<file path="config.mk">
export PLATFORM = sky130hd
export DESIGN_NAME = wordle_guess_ctrl_flat
export DESIGN_NICKNAME = d
export VERILOG_FILES = /design/src/rtl/wordle_pkg.sv /design/src/rtl/wordle_guess_ctrl_if.sv /design/src/rtl/wordle_tile_store.sv /design/src/rtl/wordle_guess_ctrl.sv /design/src/flat_wrapper.sv
export SDC_FILE = /design/constraint.sdc
export NUM_CORES = 1
export LEC_CHECK = 0
export BUFFER_PORTS_ARGS = -buffer_cell sky130_fd_sc_hd__buf_2
export CAP_MARGIN = 20
export CORE_ASPECT_RATIO = 1.5
export CORE_MARGIN = 5
export CORE_UTILIZATION = 40
export CTS_BUF_LIST = sky130_fd_sc_hd__clkbuf_4 sky130_fd_sc_hd__clkbuf_8 sky130_fd_sc_hd__clkbuf_16
export CTS_CLUSTER_SIZE = 16
export DETAILED_ROUTE_END_ITERATION = 10
export HOLD_SLACK_MARGIN = 0.03
export PLACE_DENSITY = 0.65
export SLEW_MARGIN = 25
export SYNTH_ARGS = -nofsm -noshare
export SYNTH_HDL_FRONTEND = slang
export SYNTH_HIERARCHICAL = 1
export SYNTH_SLANG_ARGS = --single-unit
export TNS_END_PERCENT = 20
</file>
<file path="constraint.sdc">
create_clock -name Clk -period 11.15 [get_ports Clk]
set_input_delay 1.115 -clock Clk [delete_from_list [all_inputs] [get_ports Clk]]
set_output_delay 1.115 -clock Clk [all_outputs]
set_load 0.005 [all_outputs]
</file>
<file path="src/rtl/wordle_pkg.sv">
// Shared constants, state encoding and byte helper for the Wordle
// guess scoring controller.
package wordle_pkg;

    localparam int WORD_LEN = 5;
    localparam int MAX_ROWS = 6;

    localparam logic [2:0] LAST_IDX = 3'(WORD_LEN - 1);
    localparam logic [2:0] LAST_ROW = 3'(MAX_ROWS - 1);
    localparam logic [2:0] ROW_LIM  = 3'(MAX_ROWS);
    localparam logic [2:0] COL_LIM  = 3'(WORD_LEN);

    localparam logic [1:0] C_EMPTY  = 2'b00;
    localparam logic [1:0] C_GRAY   = 2'b01;
    localparam logic [1:0] C_YELLOW = 2'b10;
    localparam logic [1:0] C_GREEN  = 2'b11;

    localparam logic [1:0] S_IDLE   = 2'd0;
    localparam logic [1:0] S_GREEN  = 2'd1;
    localparam logic [1:0] S_YELLOW = 2'd2;
    localparam logic [1:0] S_COMMIT = 2'd3;

    // Letter 0 is the most significant byte.
    function automatic logic [7:0] letter(
        input logic [39:0] w,
        input logic [2:0]  i
    );
        logic [7:0] b;
        case (i)
            3'd0:    b = w[39:32];
            3'd1:    b = w[31:24];
            3'd2:    b = w[23:16];
            3'd3:    b = w[15:8];
            3'd4:    b = w[7:0];
            default: b = 8'h00;
        endcase
        return b;
    endfunction

endpackage

</file>
<file path="src/rtl/wordle_guess_ctrl_if.sv">
// Request, result and tile-read signals of the guess controller.
interface wordle_guess_ctrl_if;

    logic        start;
    logic        clear;
    logic [39:0] guess;
    logic [39:0] secret;
    logic [2:0]  rd_row;
    logic [2:0]  rd_col;
    logic [1:0]  rd_color;
    logic [9:0]  colors;
    logic [2:0]  row;
    logic        busy;
    logic        done;
    logic        win;
    logic        lose;

    modport master (
        output start, clear, guess, secret, rd_row, rd_col,
        input  rd_color, colors, row, busy, done, win, lose
    );

    modport slave (
        input  start, clear, guess, secret, rd_row, rd_col,
        output rd_color, colors, row, busy, done, win, lose
    );

endinterface

</file>
<file path="src/rtl/wordle_tile_store.sv">
// 6x5 board of 2-bit tile colors, written a full row at a time.
import wordle_pkg::*;

module wordle_tile_store (
    input  logic       Clk,
    input  logic       reset_n,
    input  logic       clr,
    input  logic       we,
    input  logic [2:0] wr_row,
    input  logic [9:0] wr_data,
    input  logic [2:0] rd_row,
    input  logic [2:0] rd_col,
    output logic [1:0] rd_color
);

    logic [9:0] mem [MAX_ROWS];
    logic [9:0] sel;

    always_ff @(posedge Clk or negedge reset_n) begin
        if (!reset_n) begin
            for (int r = 0; r < MAX_ROWS; r++) mem[r] <= '0;
        end else if (clr) begin
            for (int r = 0; r < MAX_ROWS; r++) mem[r] <= '0;
        end else if (we && wr_row < ROW_LIM) begin
            mem[wr_row] <= wr_data;
        end
    end

    always_comb begin
        sel      = '0;
        rd_color = C_EMPTY;
        if (rd_row < ROW_LIM && rd_col < COL_LIM) begin
            sel = mem[rd_row];
            case (rd_col)
                3'd0:    rd_color = sel[9:8];
                3'd1:    rd_color = sel[7:6];
                3'd2:    rd_color = sel[5:4];
                3'd3:    rd_color = sel[3:2];
                3'd4:    rd_color = sel[1:0];
                default: rd_color = C_EMPTY;
            endcase
        end
    end

endmodule

</file>
<file path="src/rtl/wordle_guess_ctrl.sv">
// Scores a five-letter guess in a green pass then a yellow pass and
// commits the row to the board.
import wordle_pkg::*;

module wordle_guess_ctrl (
    input  logic              Clk,
    input  logic              reset_n,
    wordle_guess_ctrl_if.slave bus
);

    logic [1:0]  state;
    logic [2:0]  idx;
    logic [39:0] guess_q;
    logic [39:0] secret_q;
    logic [4:0]  used;
    logic [4:0]  match;
    logic [1:0]  col [WORD_LEN];
    logic [9:0]  colors_q;
    logic [2:0]  row_q;
    logic        done_q;
    logic        win_q;
    logic        lose_q;

    logic        accept;
    logic        g_eq;
    logic        yfound;
    logic [2:0]  yidx;
    logic [9:0]  row_data;
    logic        all_green;

    assign accept = state == S_IDLE && bus.start && !bus.clear
                    && !win_q && !lose_q;
    assign g_eq      = letter(guess_q, idx) == letter(secret_q, idx);
    assign row_data  = {col[0], col[1], col[2], col[3], col[4]};
    assign all_green = &match;

    // Descending scan leaves the lowest unused matching position.
    always_comb begin
        yfound = 1'b0;
        yidx   = '0;
        for (int j = WORD_LEN - 1; j >= 0; j--) begin
            if (!used[j] &&
                letter(secret_q, 3'(j)) == letter(guess_q, idx)) begin
                yfound = 1'b1;
                yidx   = 3'(j);
            end
        end
    end

    always_ff @(posedge Clk or negedge reset_n) begin
        if (!reset_n) begin
            state    <= S_IDLE;
            idx      <= '0;
            guess_q  <= '0;
            secret_q <= '0;
            used     <= '0;
            match    <= '0;
            for (int k = 0; k < WORD_LEN; k++) col[k] <= C_EMPTY;
            colors_q <= '0;
            row_q    <= '0;
            done_q   <= 1'b0;
            win_q    <= 1'b0;
            lose_q   <= 1'b0;
        end else begin
            done_q <= 1'b0;
            if (bus.clear) begin
                state    <= S_IDLE;
                idx      <= '0;
                used     <= '0;
                match    <= '0;
                colors_q <= '0;
                row_q    <= '0;
                win_q    <= 1'b0;
                lose_q   <= 1'b0;
            end else begin
                unique case (state)
                    S_IDLE: begin
                        if (accept) begin
                            guess_q  <= bus.guess;
                            secret_q <= bus.secret;
                            used     <= '0;
                            match    <= '0;
                            idx      <= '0;
                            state    <= S_GREEN;
                        end
                    end
                    S_GREEN: begin
                        if (g_eq) begin
                            col[idx]   <= C_GREEN;
                            used[idx]  <= 1'b1;
                            match[idx] <= 1'b1;
                        end else begin
                            col[idx] <= C_GRAY;
                        end
                        if (idx == LAST_IDX) begin
                            idx   <= '0;
                            state <= S_YELLOW;
                        end else begin
                            idx <= idx + 3'd1;
                        end
                    end
                    S_YELLOW: begin
                        if (!match[idx] && yfound) begin
                            col[idx]   <= C_YELLOW;
                            used[yidx] <= 1'b1;
                        end
                        if (idx == LAST_IDX) begin
                            idx   <= '0;
                            state <= S_COMMIT;
                        end else begin
                            idx <= idx + 3'd1;
                        end
                    end
                    S_COMMIT: begin
                        colors_q <= row_data;
                        row_q    <= row_q + 3'd1;
                        if (all_green) win_q <= 1'b1;
                        else if (row_q == LAST_ROW) lose_q <= 1'b1;
                        done_q <= 1'b1;
                        state  <= S_IDLE;
                    end
                    default: state <= S_IDLE;
                endcase
            end
        end
    end

    wordle_tile_store u_store (
        .Clk      (Clk),
        .reset_n  (reset_n),
        .clr      (bus.clear),
        .we       (state == S_COMMIT),
        .wr_row   (row_q),
        .wr_data  (row_data),
        .rd_row   (bus.rd_row),
        .rd_col   (bus.rd_col),
        .rd_color (bus.rd_color)
    );

    assign bus.colors = colors_q;
    assign bus.row    = row_q;
    assign bus.busy   = state != S_IDLE;
    assign bus.done   = done_q;
    assign bus.win    = win_q;
    assign bus.lose   = lose_q;

endmodule

</file>
<file path="src/flat_wrapper.sv">
// flat-port wrapper written by rule: the top's interface ports become plain ports
module wordle_guess_ctrl_flat 
  (Clk, reset_n, bus_start, bus_clear, bus_guess, bus_secret, bus_rd_row, bus_rd_col, bus_rd_color, bus_colors, bus_row, bus_busy, bus_done, bus_win, bus_lose);
  wordle_guess_ctrl_if bus_i ();
  input  logic Clk;
  input  logic reset_n;
  input wire logic [$bits(bus_i.start)-1:0] bus_start;
  input wire logic [$bits(bus_i.clear)-1:0] bus_clear;
  input wire logic [$bits(bus_i.guess)-1:0] bus_guess;
  input wire logic [$bits(bus_i.secret)-1:0] bus_secret;
  input wire logic [$bits(bus_i.rd_row)-1:0] bus_rd_row;
  input wire logic [$bits(bus_i.rd_col)-1:0] bus_rd_col;
  output wire logic [$bits(bus_i.rd_color)-1:0] bus_rd_color;
  output wire logic [$bits(bus_i.colors)-1:0] bus_colors;
  output wire logic [$bits(bus_i.row)-1:0] bus_row;
  output wire logic [$bits(bus_i.busy)-1:0] bus_busy;
  output wire logic [$bits(bus_i.done)-1:0] bus_done;
  output wire logic [$bits(bus_i.win)-1:0] bus_win;
  output wire logic [$bits(bus_i.lose)-1:0] bus_lose;
  assign bus_i.start = bus_start;
  assign bus_i.clear = bus_clear;
  assign bus_i.guess = bus_guess;
  assign bus_i.secret = bus_secret;
  assign bus_i.rd_row = bus_rd_row;
  assign bus_i.rd_col = bus_rd_col;
  assign bus_rd_color = bus_i.rd_color;
  assign bus_colors = bus_i.colors;
  assign bus_row = bus_i.row;
  assign bus_busy = bus_i.busy;
  assign bus_done = bus_i.done;
  assign bus_win = bus_i.win;
  assign bus_lose = bus_i.lose;
  wordle_guess_ctrl u_core (.Clk(Clk), .reset_n(reset_n), .bus(bus_i));
endmodule
</file>
==> impl_metrics.csv <==
group,metric,value,unit
global_routing,grt_pass1_wl,39.1,mm
global_routing,grt_usage,0.189,
logic_synthesis,synth_edf_count,0,
global_routing,grt_pass1_vias,7099,
floorplan,die_y,198,um
outcome,status,"completed",
detailed_routing,wl_per_cell,19.2,um
cts,clock_path_buffers,2,
floorplan,initial_core_util,0.407,
timing,maxSlewViolCount,0,
floorplan,die_w,135,um
placed_design,io_buffers,108,
logic_synthesis,mappedNetlistNets,995,
logic_synthesis,netlist.area_leader.share,0.480,
detailed_routing,detail_route.drc_violations,0,
detailed_routing,ant_nets,0,
detailed_routing,vias,7050,
pwr,power_density,236,nW/um^2
logic_synthesis,ys_ff_latch,181,
logic_synthesis,syn-cell-area,9430,sq um
logic_synthesis,synth_area_leaders,"dfrtp_1, mux2_2, nand2_1, mux2i_1, a21oi_1",
critical_path,crit_path_max_fanout,11,
floorplan,fp-row-count,68,
cts,numCtsBuffers,17,
logic_synthesis,synth_commonest_cells,"dfrtp_1, nand2_1, mux2_2, a21oi_1, mux2i_1",
cts,cts_hold_buf,0,
detailed_routing,vias_per_cell,5.39,
detailed_routing,first_iter_violations,505,
cts,postCtsSetupBuffers,0,
cts,clk_latency,0.45,ns
cells_and_area,drive_gt1_frac,0.258,
timing,fin_crit_sh,0.384,
cts,cts_root_buf,"clkbuf_16",
timing,period_minus_slack,4.28,ns
timing,relSlewSlack,0.331,
cells_and_area,syn2layout_area_growth,15.1,%
cts,cts_tree,"done",
min_path,hold_class,"flop to flop",
timing,clock.fmax,233,MHz
global_routing,grt_max_degree,114,
flow_run,maxCapViolations,0,
logic_synthesis,ys.flop_type,"dfrtp_1",
cells_and_area,instances_no_fill,1307,
logic_synthesis,ys_seq_area_frac,0.480,
timing,clock_skew,0.0158,ns
critical_path,slowest_stage,"nor2b_1",
critical_path,worst_path_largest_cell_delay,0.79,ns
timing,setup_viol,0,
cts,cts_sinks,181,
placed_design,place_ws,6.90,ns
cts,clkTransAtPathRegs,0.08,ns
critical_path,arrival,4.61,ns
logic_synthesis,yosys.area.top_type,"dfrtp_1",
timing,timing_hold_violations_final,0,
cts,htree_levels,4,
logic_synthesis,ys_async_sr_fraction,1.00,
placed_design,dp.cells,1274,
critical_path,cp-end-kind,"flop",
critical_path,required,11.48,ns
logic_synthesis,syn_avg_cell_area,10.5,sq um
timing,worst_pin_slew,1.00,ns
timing,fin_tns_setup,0,ns
pwr,power.leakage,4.74,nW
logic_synthesis,synth.distinct_cells,74,
floorplan,ios,109,
critical_path,cp_cell_sequence,"inv_1 -> ha_1 -> nor2b_1 -> a221oi_1 -> and3_1 -> or4_4 -> nor4_4 -> or4b_1 -> o21ai_2 -> mux2_1",
timing,finalWorstSetupSlack,6.87,ns
floorplan,coreArea,23100,sq um
placed_design,dp_hpwl,18.2,mm
pwr,power.total,2.56,mW
detailed_routing,drt-total-wl,25.2,mm
global_routing,grt_overflow,0,
pwr,max-vdd-ir-drop,0.000149,V
timing,rsz0062_at_grt,"no",
critical_path,crit_type,"flop to flop",
cells_and_area,diodes,0,
placed_design,routabilityCongestion,0.893,
floorplan,die-area,26800,sq um
cells_and_area,nNetsFinal,1080,
logic_synthesis,synthMostInstantiatedCell,"dfrtp_1",
cts,cts_resized,0,
detailed_routing,firstDrtPassIters,6,
logic_synthesis,yosys_warnings,6,
global_routing,antenna_found_initial,0,
logic_synthesis,syn_inst,894,
critical_path,critPathLaunchType,"flop",
per-layer routing:
metal  GRT usage  up-vias  share of wire
met5           0        -              0
met2       0.336      230           0.53
met4      0.0882        0          0.041
li1            -     3358              -
met1       0.214     3398           0.39
met3      0.0412       64          0.046
stage by stage:
stage | utilization | hold WS (ns) | instance area [sq um]
floorplan | - | 0.465 | 9430
global placement | 0.440 | 0.486 | 10200
detailed placement | 0.440 | 0.492 | 10200
CTS | 0.467 | 0.509 | 10800
global route | 0.469 | 0.529 | 10800
finish | 0.469 | 0.508 | 10800
registers in the layout, summed over array words and instances, names as in the netlist, named ones only:
| register | flops |
|---|---|
| u_core/bus.colors | 10 |
| u_core/secret_q | 40 |
| u_core/bus.row | 3 |
| u_core/used | 5 |
| u_core/bus.done | 1 |
| u_core/guess_q | 40 |
| u_core/match | 5 |
| u_core/bus.lose | 1 |
| u_core/bus.win | 1 |
| u_core/u_store/mem | 60 |
| u_core/state | 2 |
| u_core/idx | 3 |
worst max-delay path: cells and delay by family (launching register included):
family                   cells  cell delay [ns]
AO/OA/AOI/OAI                2             0.43
adder cells (fa/ha/maj)      1             0.44
buffers and inverters        1             0.16
flip-flops                   1             0.48
multiplexers                 1             0.33
AND/OR/NAND/NOR              5             2.33
power breakdown:
part / internal, mW / switching [mW] / total [mW]
registers: 0.830 / 0.202 / 1.03
clock network: 0.364 / 0.285 / 0.649
logic: 0.411 / 0.465 / 0.876
total: 1.61 / 0.951 / 2.56
kinds of logic after synthesis:
family | count (synthesis) | synth area share
and+or+nand+nor | 284 | 0.142
muxes | 137 | 0.167
adders and majority gates | 11 | 0.0146
xor gates and xnor gates | 33 | 0.0307
DFF | 181 | 0.480
buffers and inverters | 73 | 0.0357
AOI/OAI and AO/OA | 175 | 0.129
path summary, 6_finish.rpt:
check / depth (start not counted) / startpoint / slack [ns] / endpoint
max: 10 / u_core/idx[1] / 6.87 / flop
min: 1 / u_core/guess_q[0] / 0.51 / u_core/guess_q[0]
max reg2reg: 10 / u_core/idx[1] / 6.87 / flop
min reg2reg: 1 / u_core/guess_q[0] / 0.51 / u_core/guess_q[0]
max in group asynchronous: 2 / reset_n / 9.45 / u_core/secret_q[8]
min in group asynchronous: 1 / reset_n / 0.54 / u_core/bus.colors[9]
final cells by class:
| type | count | area [sq um] |
|---|---|---|
| timing repair buffer | 116 | 629 |
| multi-input combinational | 640 | 4570 |
| sequential | 181 | 4530 |
| clock buffer | 17 | 425 |
| tap | 315 | 394 |
| fill | 2203 | 12300 |
| clock inverter | 15 | 210 |
| inverter | 23 | 86.3 |
layout by cell type, fill, tap and decap left out, types with 8 or more instances in the layout:
cell type,instances
inv_1,22
a21oi_1,66
o21ai_0,21
nand3_1,16
mux2i_1,40
buf_2,107
xnor2_1,11
clkbuf_16,17
o22ai_1,10
or3_1,9
dfrtp_1,181
xor2_1,22
ha_1,11
mux2_2,83
and2_1,8
nor2_1,35
nor3_1,9
nand2_1,153
nand3b_1,10
(Power assumes the default switching activity.)
